## src/rtl/mem_arbiter_pkg.sv

```systemverilog
// Shared types and constants for the memory-port arbiter: FSM state encoding,
// default widths, and the packing helper for the extended memory tag.
package mem_arbiter_pkg;

  typedef enum logic {
    IDLE  = 1'b0,
    WDATA = 1'b1
  } arb_state_t;

  localparam int DEF_NCLIENTS   = 2;
  localparam int DEF_ADDR_W     = 26;
  localparam int DEF_TAG_W      = 5;
  localparam int DEF_DATA_W     = 128;
  localparam int DEF_DATA_BEATS = 4;

  // Places the client id directly above the client tag; caller truncates to MEM_TAG_W.
  function automatic logic [31:0] mem_tag_pack(input logic [31:0] id, input logic [31:0] tag,
                                               input int tag_w);
    return (id << tag_w) | tag;
  endfunction

endpackage

```

## src/rtl/mem_arbiter_rr_picker.sv

```systemverilog
// rr_picker: combinational rotate-priority encoder. Returns the first set request
// at or after ptr, wrapping past N-1 back to 0.
module rr_picker #(
  parameter int N = 2,
  localparam int IW = $clog2(N)
) (
  input  logic [N-1:0]  req,
  input  logic [IW-1:0] ptr,
  output logic [IW-1:0] gnt_idx,
  output logic          gnt_any
);

  int idx;

  // Scan from the farthest offset down so the nearest requester overwrites last.
  always_comb begin
    gnt_idx = '0;
    gnt_any = 1'b0;
    idx     = 0;
    for (int k = N - 1; k >= 0; k--) begin
      idx = int'(ptr) + k;
      if (idx >= N) idx = idx - N;
      if (req[idx]) begin
        gnt_idx = IW'(idx);
        gnt_any = 1'b1;
      end
    end
  end

endmodule

```

## src/rtl/mem_arbiter.sv

```systemverilog
// mem_arbiter: shares one memory command/data/response port among NCLIENTS requesters.
// Build option MEM_ARBITER_FIXED_PRIO_EN selects fixed lowest-index priority instead of round-robin.
module mem_arbiter
  import mem_arbiter_pkg::*;
#(
  parameter int NCLIENTS   = DEF_NCLIENTS,
  parameter int ADDR_W     = DEF_ADDR_W,
  parameter int TAG_W      = DEF_TAG_W,
  parameter int DATA_W     = DEF_DATA_W,
  parameter int DATA_BEATS = DEF_DATA_BEATS,
  localparam int ID_W      = $clog2(NCLIENTS),
  localparam int MEM_TAG_W = TAG_W + ID_W
) (
  input  logic                       clk,
  input  logic                       reset,
  input  logic [NCLIENTS-1:0]        cl_cmd_valid,
  output logic [NCLIENTS-1:0]        cl_cmd_ready,
  input  logic [NCLIENTS*ADDR_W-1:0] cl_cmd_addr,
  input  logic [NCLIENTS*TAG_W-1:0]  cl_cmd_tag,
  input  logic [NCLIENTS-1:0]        cl_cmd_rw,
  input  logic [NCLIENTS-1:0]        cl_data_valid,
  output logic [NCLIENTS-1:0]        cl_data_ready,
  input  logic [NCLIENTS*DATA_W-1:0] cl_data_data,
  output logic [NCLIENTS-1:0]        cl_resp_valid,
  output logic [DATA_W-1:0]          cl_resp_data,
  output logic [TAG_W-1:0]           cl_resp_tag,
  output logic                       mem_cmd_valid,
  input  logic                       mem_cmd_ready,
  output logic [ADDR_W-1:0]          mem_cmd_addr,
  output logic [MEM_TAG_W-1:0]       mem_cmd_tag,
  output logic                       mem_cmd_rw,
  output logic                       mem_data_valid,
  input  logic                       mem_data_ready,
  output logic [DATA_W-1:0]          mem_data_data,
  input  logic                       mem_resp_valid,
  input  logic [DATA_W-1:0]          mem_resp_data,
  input  logic [MEM_TAG_W-1:0]       mem_resp_tag,
  output logic                       resp_err,
  output logic                       o_dbg_state,
  output logic [ID_W-1:0]            o_dbg_rr_ptr
);

  localparam int BW = $clog2(DATA_BEATS + 1);

  // Handshakes: a transfer happens on a rising edge where valid && ready are both high;
  // the source holds valid and payload until then, and ready never depends on a later cycle.

  arb_state_t      r_state, w_state_nxt;
  logic [ID_W-1:0] r_rr_ptr, r_owner, w_pick_ptr, w_win_idx, w_rr_nxt, w_resp_id;
  logic [BW-1:0]   r_beat_cnt;
  logic            r_resp_err, w_win_any, w_win_rw, w_cmd_fire, w_data_fire, w_id_ok;

`ifdef MEM_ARBITER_FIXED_PRIO_EN
  assign w_pick_ptr = '0;
`else
  assign w_pick_ptr = r_rr_ptr;
`endif

  rr_picker #(.N(NCLIENTS)) u_picker (
    .req     (cl_cmd_valid),
    .ptr     (w_pick_ptr),
    .gnt_idx (w_win_idx),
    .gnt_any (w_win_any)
  );

  assign w_win_rw     = cl_cmd_rw[w_win_idx];
  assign mem_cmd_addr = cl_cmd_addr[int'(w_win_idx)*ADDR_W +: ADDR_W];
  assign mem_cmd_tag  = MEM_TAG_W'(mem_tag_pack(32'(w_win_idx),
                          32'(cl_cmd_tag[int'(w_win_idx)*TAG_W +: TAG_W]), TAG_W));
  assign mem_cmd_rw    = w_win_rw;
  assign mem_data_data = cl_data_data[int'(r_owner)*DATA_W +: DATA_W];
  assign w_rr_nxt      = (w_win_idx == ID_W'(NCLIENTS - 1)) ? '0 : w_win_idx + 1'b1;

  assign w_resp_id    = mem_resp_tag[MEM_TAG_W-1:TAG_W];
  assign w_id_ok      = {1'b0, w_resp_id} < (ID_W + 1)'(NCLIENTS);
  assign cl_resp_data = mem_resp_data;
  assign cl_resp_tag  = mem_resp_tag[TAG_W-1:0];

  always_comb begin
    w_state_nxt    = r_state;
    mem_cmd_valid  = 1'b0;
    mem_data_valid = 1'b0;
    cl_cmd_ready   = '0;
    cl_data_ready  = '0;
    cl_resp_valid  = '0;
    w_cmd_fire     = 1'b0;
    w_data_fire    = 1'b0;
    if (!reset) begin
      for (int i = 0; i < NCLIENTS; i++)
        cl_resp_valid[i] = mem_resp_valid && w_id_ok && (w_resp_id == ID_W'(i));
      case (r_state)
        IDLE: begin
          mem_cmd_valid = w_win_any;
          cl_cmd_ready[w_win_idx] = w_win_any && mem_cmd_ready;
          w_cmd_fire = w_win_any && mem_cmd_ready;
          if (w_cmd_fire && w_win_rw) w_state_nxt = WDATA;
        end
        WDATA: begin
          mem_data_valid = cl_data_valid[r_owner];
          cl_data_ready[r_owner] = mem_data_ready;
          w_data_fire = cl_data_valid[r_owner] && mem_data_ready;
          if (w_data_fire && r_beat_cnt == BW'(DATA_BEATS - 1)) w_state_nxt = IDLE;
        end
        default: w_state_nxt = IDLE;
      endcase
    end
  end

  always_ff @(posedge clk) begin
    if (reset) begin
      r_state    <= IDLE;
      r_rr_ptr   <= '0;
      r_owner    <= '0;
      r_beat_cnt <= '0;
      r_resp_err <= 1'b0;
    end else begin
      r_state <= w_state_nxt;
      if (w_cmd_fire) begin
`ifdef MEM_ARBITER_FIXED_PRIO_EN
        r_rr_ptr <= '0;
`else
        r_rr_ptr <= w_rr_nxt;
`endif
        if (w_win_rw) begin
          r_owner    <= w_win_idx;
          r_beat_cnt <= '0;
        end
      end
      if (w_data_fire) r_beat_cnt <= r_beat_cnt + 1'b1;
      if (mem_resp_valid && !w_id_ok) r_resp_err <= 1'b1;
    end
  end

  assign resp_err     = r_resp_err;
  assign o_dbg_state  = r_state;
  assign o_dbg_rr_ptr = r_rr_ptr;

endmodule

```

## config.mk

```make
export PLATFORM = sky130hd
export DESIGN_NAME = mem_arbiter
export DESIGN_NICKNAME = d
export VERILOG_FILES = /design/src/rtl/mem_arbiter_pkg.sv /design/src/rtl/mem_arbiter_rr_picker.sv /design/src/rtl/mem_arbiter.sv
export SDC_FILE = /design/constraint.sdc
export NUM_CORES = 1
export LEC_CHECK = 0
export CAP_MARGIN = 20
export CORE_AREA = 10 10 287 289
export CTS_CLUSTER_SIZE = 24
export DETAILED_ROUTE_END_ITERATION = 12
export DIE_AREA = 0 0 297 299
export PLACE_DENSITY = 0.3
export SLEW_MARGIN = 20
export SYNTH_ARGS = -nofsm -noshare
export SYNTH_HDL_FRONTEND = slang
export SYNTH_SLANG_ARGS = --single-unit
```

## constraint.sdc

```tcl
create_clock -name clk -period 1.8 [get_ports clk]
set_clock_uncertainty 0.15 [all_clocks]
set_input_delay 0.36 -clock clk [delete_from_list [all_inputs] [get_ports clk]]
set_output_delay 0.36 -clock clk [all_outputs]
set_load 0.01 [all_outputs]
```

==> flow_results.xml, run 1 <==
<?xml version="1.0" encoding="UTF-8"?>
<metrics>
  <group name="status">
    <metric name="outcome" unit="">complete, but fails checks</metric>
    <metric name="violations" unit="">setup timing</metric>
  </group>
  <group name="min_path">
    <metric name="hp-class" unit="">reg2reg</metric>
  </group>
  <group name="sta">
    <metric name="maxSlewViolCount" unit="">0</metric>
    <metric name="final_hold_viol_count" unit="">0</metric>
    <metric name="min_period_over_period" unit="%">118</metric>
    <metric name="grt_setup_unrepaired" unit="">yes</metric>
    <metric name="finalSetupViolations" unit="">161</metric>
    <metric name="layout_setup_ws" unit="ns">-0.326</metric>
    <metric name="fmaxAchievable" unit="GHz">0.470</metric>
    <metric name="timing.final.crit_period" unit="ns">2.13</metric>
  </group>
  <group name="worst_setup_path">
    <metric name="crit_arrival" unit="ns">1.62</metric>
    <metric name="worstPathRequired" unit="ns">1.29</metric>
    <metric name="start_kind" unit="">flip-flop</metric>
    <metric name="crit_path_max_fanout" unit="">7</metric>
    <metric name="worstSetupEndpointType" unit="">output port</metric>
    <metric name="critical_path_class" unit="">reg2out</metric>
  </group>
  <group name="global_routing">
    <metric name="grt_util_all_layers" unit="%">6.05</metric>
    <metric name="antenna_violations_before_repair" unit="">1</metric>
    <metric name="globalRoute.totalOverflow" unit="">0</metric>
    <metric name="grt_first_pass_wirelength" unit="microns">39400</metric>
    <metric name="first_global_vias" unit="">5261</metric>
    <metric name="grt_start_max_net_pins" unit="">22</metric>
  </group>
  <group name="logic_synthesis">
    <metric name="syn-mean-instance-area" unit="sq um">7.71</metric>
    <metric name="synth_top_cells_by_count" unit="">buf_4, mux2_2, nand2_1</metric>
    <metric name="netlist-cell-type-count" unit="">29</metric>
    <metric name="synth.yosys.seq_area_share" unit="%">3.64</metric>
    <metric name="post_synth_inst_count" unit="">428</metric>
    <metric name="synthesis.nets" unit="">893</metric>
    <metric name="synth_top_cells_by_area" unit="">mux2_2, buf_4, nand2_1</metric>
    <metric name="synthFlopType" unit="">dfxtp_1</metric>
    <metric name="ys_async_sr_fraction" unit="%">0</metric>
    <metric name="synth_edf_count" unit="">0</metric>
    <metric name="yosysWarningCount" unit="">0</metric>
    <metric name="synth_largest_type_area_fraction" unit="%">43.7</metric>
    <metric name="synth.cell_area" unit="sq um">3300</metric>
    <metric name="netlist.top_cell.by_area" unit="">mux2_2</metric>
    <metric name="yosysMostFrequentCell" unit="">buf_4</metric>
    <metric name="flops_latches_synth" unit="">6</metric>
  </group>
  <group name="clock_network">
    <metric name="clk-insertion-delay-late" unit="ns">0.23</metric>
    <metric name="cts-htree-levels" unit="">1</metric>
    <metric name="tritoncts_num_sinks" unit="">6</metric>
    <metric name="cts.clk_slew.worst_paths" unit="ns">0.03</metric>
    <metric name="clock_root_buffer" unit="">clkbuf_16</metric>
    <metric name="cts_buffer_depth" unit="">2</metric>
    <metric name="num_cts_buffers" unit="">3</metric>
    <metric name="cts_hold_repair.buffers" unit="">0</metric>
    <metric name="tritoncts_clock_tree" unit="">yes</metric>
  </group>
  <group name="power_and_ir_drop">
    <metric name="power.clock.fraction" unit="%">13.9</metric>
    <metric name="max_ir_drop_vdd" unit="uV">176</metric>
    <metric name="p_total" unit="W">0.00263</metric>
    <metric name="power.share.combinational" unit="%">80.7</metric>
    <metric name="sw_power" unit="W">0.000794</metric>
    <metric name="switching_share" unit="%">30.1</metric>
    <metric name="power.internal" unit="W">0.00184</metric>
    <metric name="power_density" unit="nW/um^2">250</metric>
    <metric name="leakagePower" unit="nW">4.45</metric>
    <metric name="share_seq_of_total_power" unit="%">5.4</metric>
  </group>
  <group name="routing">
    <metric name="firstDrtPassIters" unit="">3</metric>
    <metric name="ant_nets" unit="">0</metric>
    <metric name="post_dr_wirelength_cell" unit="microns">16.6</metric>
    <metric name="initialDrtViolationCount" unit="">66</metric>
    <metric name="vias_per_std_cell" unit="">2.52</metric>
    <metric name="via_count" unit="">4850</metric>
    <metric name="totalWireLength" unit="microns">32100</metric>
    <metric name="drc" unit="">0</metric>
  </group>
  <group name="job">
    <metric name="cap_violations" unit="">0</metric>
  </group>
  <group name="floorplanning">
    <metric name="core_area" unit="sq um">76700</metric>
    <metric name="placement_rows" unit="">102</metric>
    <metric name="die_height" unit="microns">299</metric>
    <metric name="io-pin-count" unit="">768</metric>
    <metric name="initial_utilization" unit="%">4.30</metric>
    <metric name="die_width" unit="microns">297</metric>
    <metric name="floorplan.die_area" unit="sq um">88800</metric>
  </group>
  <group name="layout">
    <metric name="final_net_count" unit="">1352</metric>
    <metric name="stdcell_area" unit="sq um">10500</metric>
    <metric name="instances_no_fill" unit="">1926</metric>
    <metric name="layout-drive-gt1-share" unit="%">51.6</metric>
    <metric name="fillCellCount" unit="">8693</metric>
    <metric name="antenna-diode-count" unit="">0</metric>
    <metric name="flow.area_growth_from_synthesis" unit="%">220</metric>
  </group>
  <group name="placement">
    <metric name="port_buffers" unit="">500</metric>
    <metric name="dp_hpwl" unit="microns">26300</metric>
    <metric name="dpl-instance-area" unit="sq um">8940</metric>
    <metric name="dp_cells" unit="">1857</metric>
    <metric name="place_congestion" unit="">0.797</metric>
  </group>
</metrics>
==> critical path: stages, from the launching register on <==
cell       delay [ns]
dfxtp_4          0.35
buf_12           0.13
buf_12           0.14
buf_8            0.14
clkbuf_16        0.16
mux2_4           0.33
buf_6            0.13
==> cell type report <==
| cell class | instances | area, sq um | area share, % |
|---|---|---|---|
| multi-input cells | 257 | 2560 | 24.3 |
| repair buffers | 612 | 6450 | 61.1 |
| well taps | 1040 | 1300 | 12.3 |
| inverters | 7 | 28.8 | 0.273 |
| clock buffers | 4 | 78.8 | 0.747 |
| flip-flops and latches | 6 | 129 | 1.22 |
==> layer usage <==
| layer | vias up | routed length [microns] | track usage, % |
|---|---|---|---|
| met5 | - | 0 | 0 |
| met1 | 2166 | 11200 | 5.70 |
| met3 | 60 | 3390 | 2.81 |
| li1 | 2200 | - | - |
| met4 | 0 | 1480 | 2.71 |
| met2 | 424 | 16000 | 11.1 |
==> cells by family (layout without fill, tap and decap cells) <==
logic type / after synthesis / in the layout / synth area share (%)
buffers and inverters: 165 / 623 / 34.8
muxes: 129 / 129 / 44.0
and+or+nand+nor: 114 / 114 / 14.5
AOI/OAI and AO/OA: 11 / 11 / 2.24
DFF: 6 / 6 / 3.64
adders and majority gates: 2 / 2 / 0.758
other: 1 / 1 / 0.114
==> final timing paths <==
check                        startpoint                          to  slack, ns  cells after the start
min reg2reg  r_beat_cnt[2]$_SDFFE_PP0P_  r_beat_cnt[2]$_SDFFE_PP0P_       0.35                      2
min          r_beat_cnt[2]$_SDFFE_PP0P_  r_beat_cnt[2]$_SDFFE_PP0P_       0.35                      2
max reg2reg        r_owner$_SDFFE_PP0P_  r_beat_cnt[0]$_SDFFE_PP0P_      -0.16                      9
max                r_owner$_SDFFE_PP0P_           mem_data_data[55]      -0.33                      6
==> per-stage QoR <==
| stage | hold WS (ns) | util (%) | setup TNS (ns) | setup slack [ns] |
|---|---|---|---|---|
| finish | 0.351 | 13.8 | -33.34 | -0.326 |
| floorplan | 0.311 | - | 0 | 0.0574 |
| global placement | 0.325 | 11.7 | -77.21 | -0.889 |
| CTS | 0.351 | 12.1 | -63.00 | -0.585 |
| global route | 0.379 | 13.8 | -41.23 | -0.361 |
| detailed placement | 0.345 | 11.7 | -73.58 | -0.876 |
==> power groups by stage <==
stage | Combinational, W | Sequential (W) | Clock (W)
after floorplan | 0.000745 | 0.000146 | 0
after global placement | 0.00189 | 0.000143 | 0
after detailed placement | 0.00188 | 0.000142 | 0
after CTS | 0.00195 | 0.000143 | 0.000376
after global routing | 0.00226 | 0.000143 | 0.000389
final | 0.00212 | 0.000142 | 0.000366
==> state kept, by name, summed over array words and instances (netlist names) <==
name / cells
r_beat_cnt: 3
o_dbg_rr_ptr: 1
o_dbg_state: 1
r_owner: 1
==> cell usage in the layout (no fill, tap or decap), types with 5 or more instances in the layout <==
cell type,netlist,routed
dlymetal6s2s_1,0,26
inv_1,7,5
nand2_1,95,43
buf_6,0,132
clkbuf_16,0,10
nand2_2,0,39
buf_8,0,10
buf_12,0,21
buf_4,135,31
buf_2,16,20
clkdlybuf4s50_1,0,325
nand2_4,0,13
mux2_2,128,55
clkbuf_2,1,33
mux2_4,0,73
==> timing repair <==
item	CTS	global route
buffers inserted	16	44
resized for setup	358	531
gates cloned	4	9
endpoints found under the setup margin	176	174
pin swaps	25	32
Power figures use the tool's default switching activity.
==> run 2, diff against run 1 <==
--- a/config.mk
+++ b/config.mk
@@ -11,7 +11,6 @@
 export DETAILED_ROUTE_END_ITERATION = 12
 export DIE_AREA = 0 0 297 299
 export PLACE_DENSITY = 0.3
-export SLEW_MARGIN = 20
 export SYNTH_ARGS = -nofsm -noshare
 export SYNTH_HDL_FRONTEND = slang
 export SYNTH_SLANG_ARGS = --single-unit
==> results of run 2 <==
No change in the layout: final DEF, timing and power equal those of run 1.
==> run 3, diff against run 2 <==
==> constraint.sdc (replaced) <==
create_clock -name clk -period 1.8 [get_ports clk]
set_clock_uncertainty 0.15 [all_clocks]
set_input_delay 0.36 -clock clk [delete_from_list [all_inputs] [get_ports clk]]
set_output_delay 0.36 -clock clk [all_outputs]
set_load 0.02 [all_outputs]
==> run 3 against run 2 <==
Count of clock-buffer cells in the layout unchanged. Sequential share of layout area about the same. Critical path type unchanged. Clock power increased by 2%. The run still ends with setup timing left.
==> flow_results.xml, run 3 (same netlist as run 1, synthesis figures left out) <==
<?xml version="1.0" encoding="UTF-8"?>
<metrics>
  <group name="power_and_ir_drop">
    <metric name="max_ir_drop_vdd" unit="uV">203</metric>
    <metric name="switching_share" unit="%">39.1</metric>
    <metric name="power_density" unit="nW/um^2">299</metric>
    <metric name="share_seq_of_total_power" unit="%">4.5</metric>
    <metric name="power.share.combinational" unit="%">83.9</metric>
    <metric name="sw_power" unit="W">0.00125</metric>
    <metric name="power.clock.fraction" unit="%">11.7</metric>
    <metric name="leakagePower" unit="nW">4.33</metric>
    <metric name="power.internal" unit="W">0.00194</metric>
  </group>
  <group name="worst_setup_path">
    <metric name="timing.rr.start" unit="">o_dbg_state$_SDFF_PP0_</metric>
    <metric name="critical_path.startpoint" unit="">r_owner$_SDFFE_PP0P_</metric>
    <metric name="crit_path_max_fanout" unit="">8</metric>
    <metric name="start_kind" unit="">flip-flop</metric>
    <metric name="critical_path_class" unit="">reg2out</metric>
    <metric name="worstSetupEndpointType" unit="">output port</metric>
    <metric name="reg2regPathDepth" unit="">5</metric>
    <metric name="crit_arrival" unit="ns">1.62</metric>
    <metric name="worstPathRequired" unit="ns">1.29</metric>
  </group>
  <group name="clock_network">
    <metric name="cts-htree-levels" unit="">1</metric>
    <metric name="cts.clk_slew.worst_paths" unit="ns">0.04</metric>
    <metric name="cts_buffer_depth" unit="">2</metric>
    <metric name="tritoncts_num_sinks" unit="">6</metric>
    <metric name="num_cts_buffers" unit="">3</metric>
    <metric name="tritoncts_clock_tree" unit="">yes</metric>
    <metric name="cts_hold_repair.buffers" unit="">0</metric>
    <metric name="clk-insertion-delay-late" unit="ns">0.23</metric>
    <metric name="clock_root_buffer" unit="">clkbuf_16</metric>
  </group>
  <group name="layout">
    <metric name="flow.area_growth_from_synthesis" unit="%">223</metric>
    <metric name="layout-drive-gt1-share" unit="%">54.8</metric>
    <metric name="commonest_non_fill_non_tap_cell_in_the_layout" unit="">clkdlybuf4s50_1</metric>
    <metric name="regMostFlops" unit="">r_beat_cnt</metric>
    <metric name="final_net_count" unit="">1313</metric>
    <metric name="commonest_cells_after_routing_fill_and_taps_aside" unit="">clkdlybuf4s50_1, buf_6, mux2_4, buf_4, nand2_4</metric>
    <metric name="largest_register_ff_count" unit="">3</metric>
    <metric name="instances_no_fill" unit="">1888</metric>
    <metric name="stdcell_area" unit="sq um">10700</metric>
    <metric name="fillCellCount" unit="">8749</metric>
  </group>
  <group name="status">
    <metric name="violations" unit="">setup timing</metric>
    <metric name="outcome" unit="">complete, but fails checks</metric>
  </group>
  <group name="sta">
    <metric name="fmaxAchievable" unit="GHz">0.469</metric>
    <metric name="final.setup.tns" unit="ns">-34.45</metric>
    <metric name="grt_setup_unrepaired" unit="">yes</metric>
    <metric name="finalSetupViolations" unit="">164</metric>
    <metric name="fin_worst_hold_slack" unit="ns">0.343</metric>
    <metric name="timing.final.crit_period" unit="ns">2.13</metric>
    <metric name="layout_setup_ws" unit="ns">-0.332</metric>
    <metric name="min_period_over_period" unit="%">118</metric>
    <metric name="maxSlewViolCount" unit="">0</metric>
    <metric name="final_hold_viol_count" unit="">0</metric>
  </group>
  <group name="placement">
    <metric name="dp_hpwl" unit="microns">40700</metric>
    <metric name="post_place_setup_slack" unit="ns">-0.934</metric>
    <metric name="place_congestion" unit="">0.852</metric>
    <metric name="dp_cells" unit="">1838</metric>
    <metric name="dpl-instance-area" unit="sq um">8680</metric>
    <metric name="port_buffers" unit="">500</metric>
  </group>
  <group name="routing">
    <metric name="ant_nets" unit="">0</metric>
    <metric name="initialDrtViolationCount" unit="">121</metric>
    <metric name="drc" unit="">0</metric>
    <metric name="post_dr_wirelength_cell" unit="microns">25.5</metric>
    <metric name="vias_per_std_cell" unit="">2.55</metric>
    <metric name="totalWireLength" unit="microns">48100</metric>
    <metric name="via_count" unit="">4823</metric>
    <metric name="firstDrtPassIters" unit="">4</metric>
  </group>
  <group name="min_path">
    <metric name="min_delay_path_depth" unit="">2</metric>
    <metric name="hp-class" unit="">reg2reg</metric>
    <metric name="holdCritStartpoint" unit="">r_beat_cnt[2]$_SDFFE_PP0P_</metric>
  </group>
  <group name="global_routing">
    <metric name="first_global_vias" unit="">5386</metric>
    <metric name="antenna_violations_before_repair" unit="">6</metric>
    <metric name="grt_start_max_net_pins" unit="">27</metric>
    <metric name="grt_first_pass_wirelength" unit="microns">59200</metric>
    <metric name="grt_util_all_layers" unit="%">9.97</metric>
    <metric name="globalRoute.totalOverflow" unit="">0</metric>
  </group>
  <group name="floorplanning">
    <metric name="placement_rows" unit="">102</metric>
    <metric name="floorplan.die_area" unit="sq um">88800</metric>
    <metric name="core_area" unit="sq um">76700</metric>
    <metric name="die_height" unit="microns">299</metric>
    <metric name="io-pin-count" unit="">768</metric>
    <metric name="die_width" unit="microns">297</metric>
    <metric name="initial_utilization" unit="%">4.30</metric>
  </group>
  <group name="job">
    <metric name="cap_violations" unit="">0</metric>
  </group>
</metrics>
[run 3: cell count changes in the layout (fill, tap and decap cells not counted), sizes merged]
cell and delta:
clkbuf -34, buf +17, clkdlybuf4s15 +4, dlygate4sd2 +1, clkdlybuf4s50 -1, diode +1
dlymetal6s2s -26
[run 3: power groups by stage]
stage	Combinational [W]	Clock, W	Sequential (W)
after floorplan	0.00107	0	0.000149
after detailed placement	0.00227	0	0.000143
after CTS	0.00267	0.000379	0.000142
after global routing	0.00285	0.000392	0.000143
final	0.00268	0.000372	0.000143
after global placement	0.00228	0	0.000144
[run 3: path summary, 6_finish.rpt]
path	endpoint	slack, ns
setup / recovery	mem_data_data[30]	-0.33
hold / removal	r_beat_cnt[2]$_SDFFE_PP0P_	0.34
setup reg to reg	r_beat_cnt[1]$_SDFFE_PP0P_	0.05
hold reg to reg	r_beat_cnt[2]$_SDFFE_PP0P_	0.34
[run 3: critical path, stage by stage (launching register included)]
cell and delay (ns):
dfxtp_4 0.40, buf_16 0.16, buf_12 0.15, buf_16 0.15, mux2_4 0.35, buf_12 0.15
[run 3: final cells by class]
| type | instances | area [sq um] | share of cell area, % |
|---|---|---|---|
| sequential | 6 | 126 | 1.18 |
| inverter | 7 | 36.3 | 0.340 |
| timing repair buffer | 573 | 6310 | 59.1 |
| tap | 1040 | 1300 | 12.2 |
| clock buffer | 4 | 78.8 | 0.739 |
| antenna | 1 | 2.50 | 0.0235 |
| multi-input combinational | 257 | 2810 | 26.4 |
[run 3: timing repair]
action | CTS | global route
buffers inserted | 27 | 6
gates cloned | 11 | 4
resized for setup | 699 | 105
endpoints found under the setup margin | 177 | 170
pin swaps | 55 | 27
[run 3: stage by stage]
step                power, W  util [%]
floorplan            0.00121         -
global placement     0.00242      11.3
detailed placement   0.00242      11.3
CTS                  0.00319      13.4
global route         0.00339      13.9
finish               0.00319      13.9
[run 3: per-layer routing]
layer	track usage, %	up-vias	part of all wire [%]
li1	-	2130	-
met5	0	-	0.056
met3	7.37	44	16
met4	0.986	4	1.3
met1	11.8	2194	42
met2	14.7	451	41
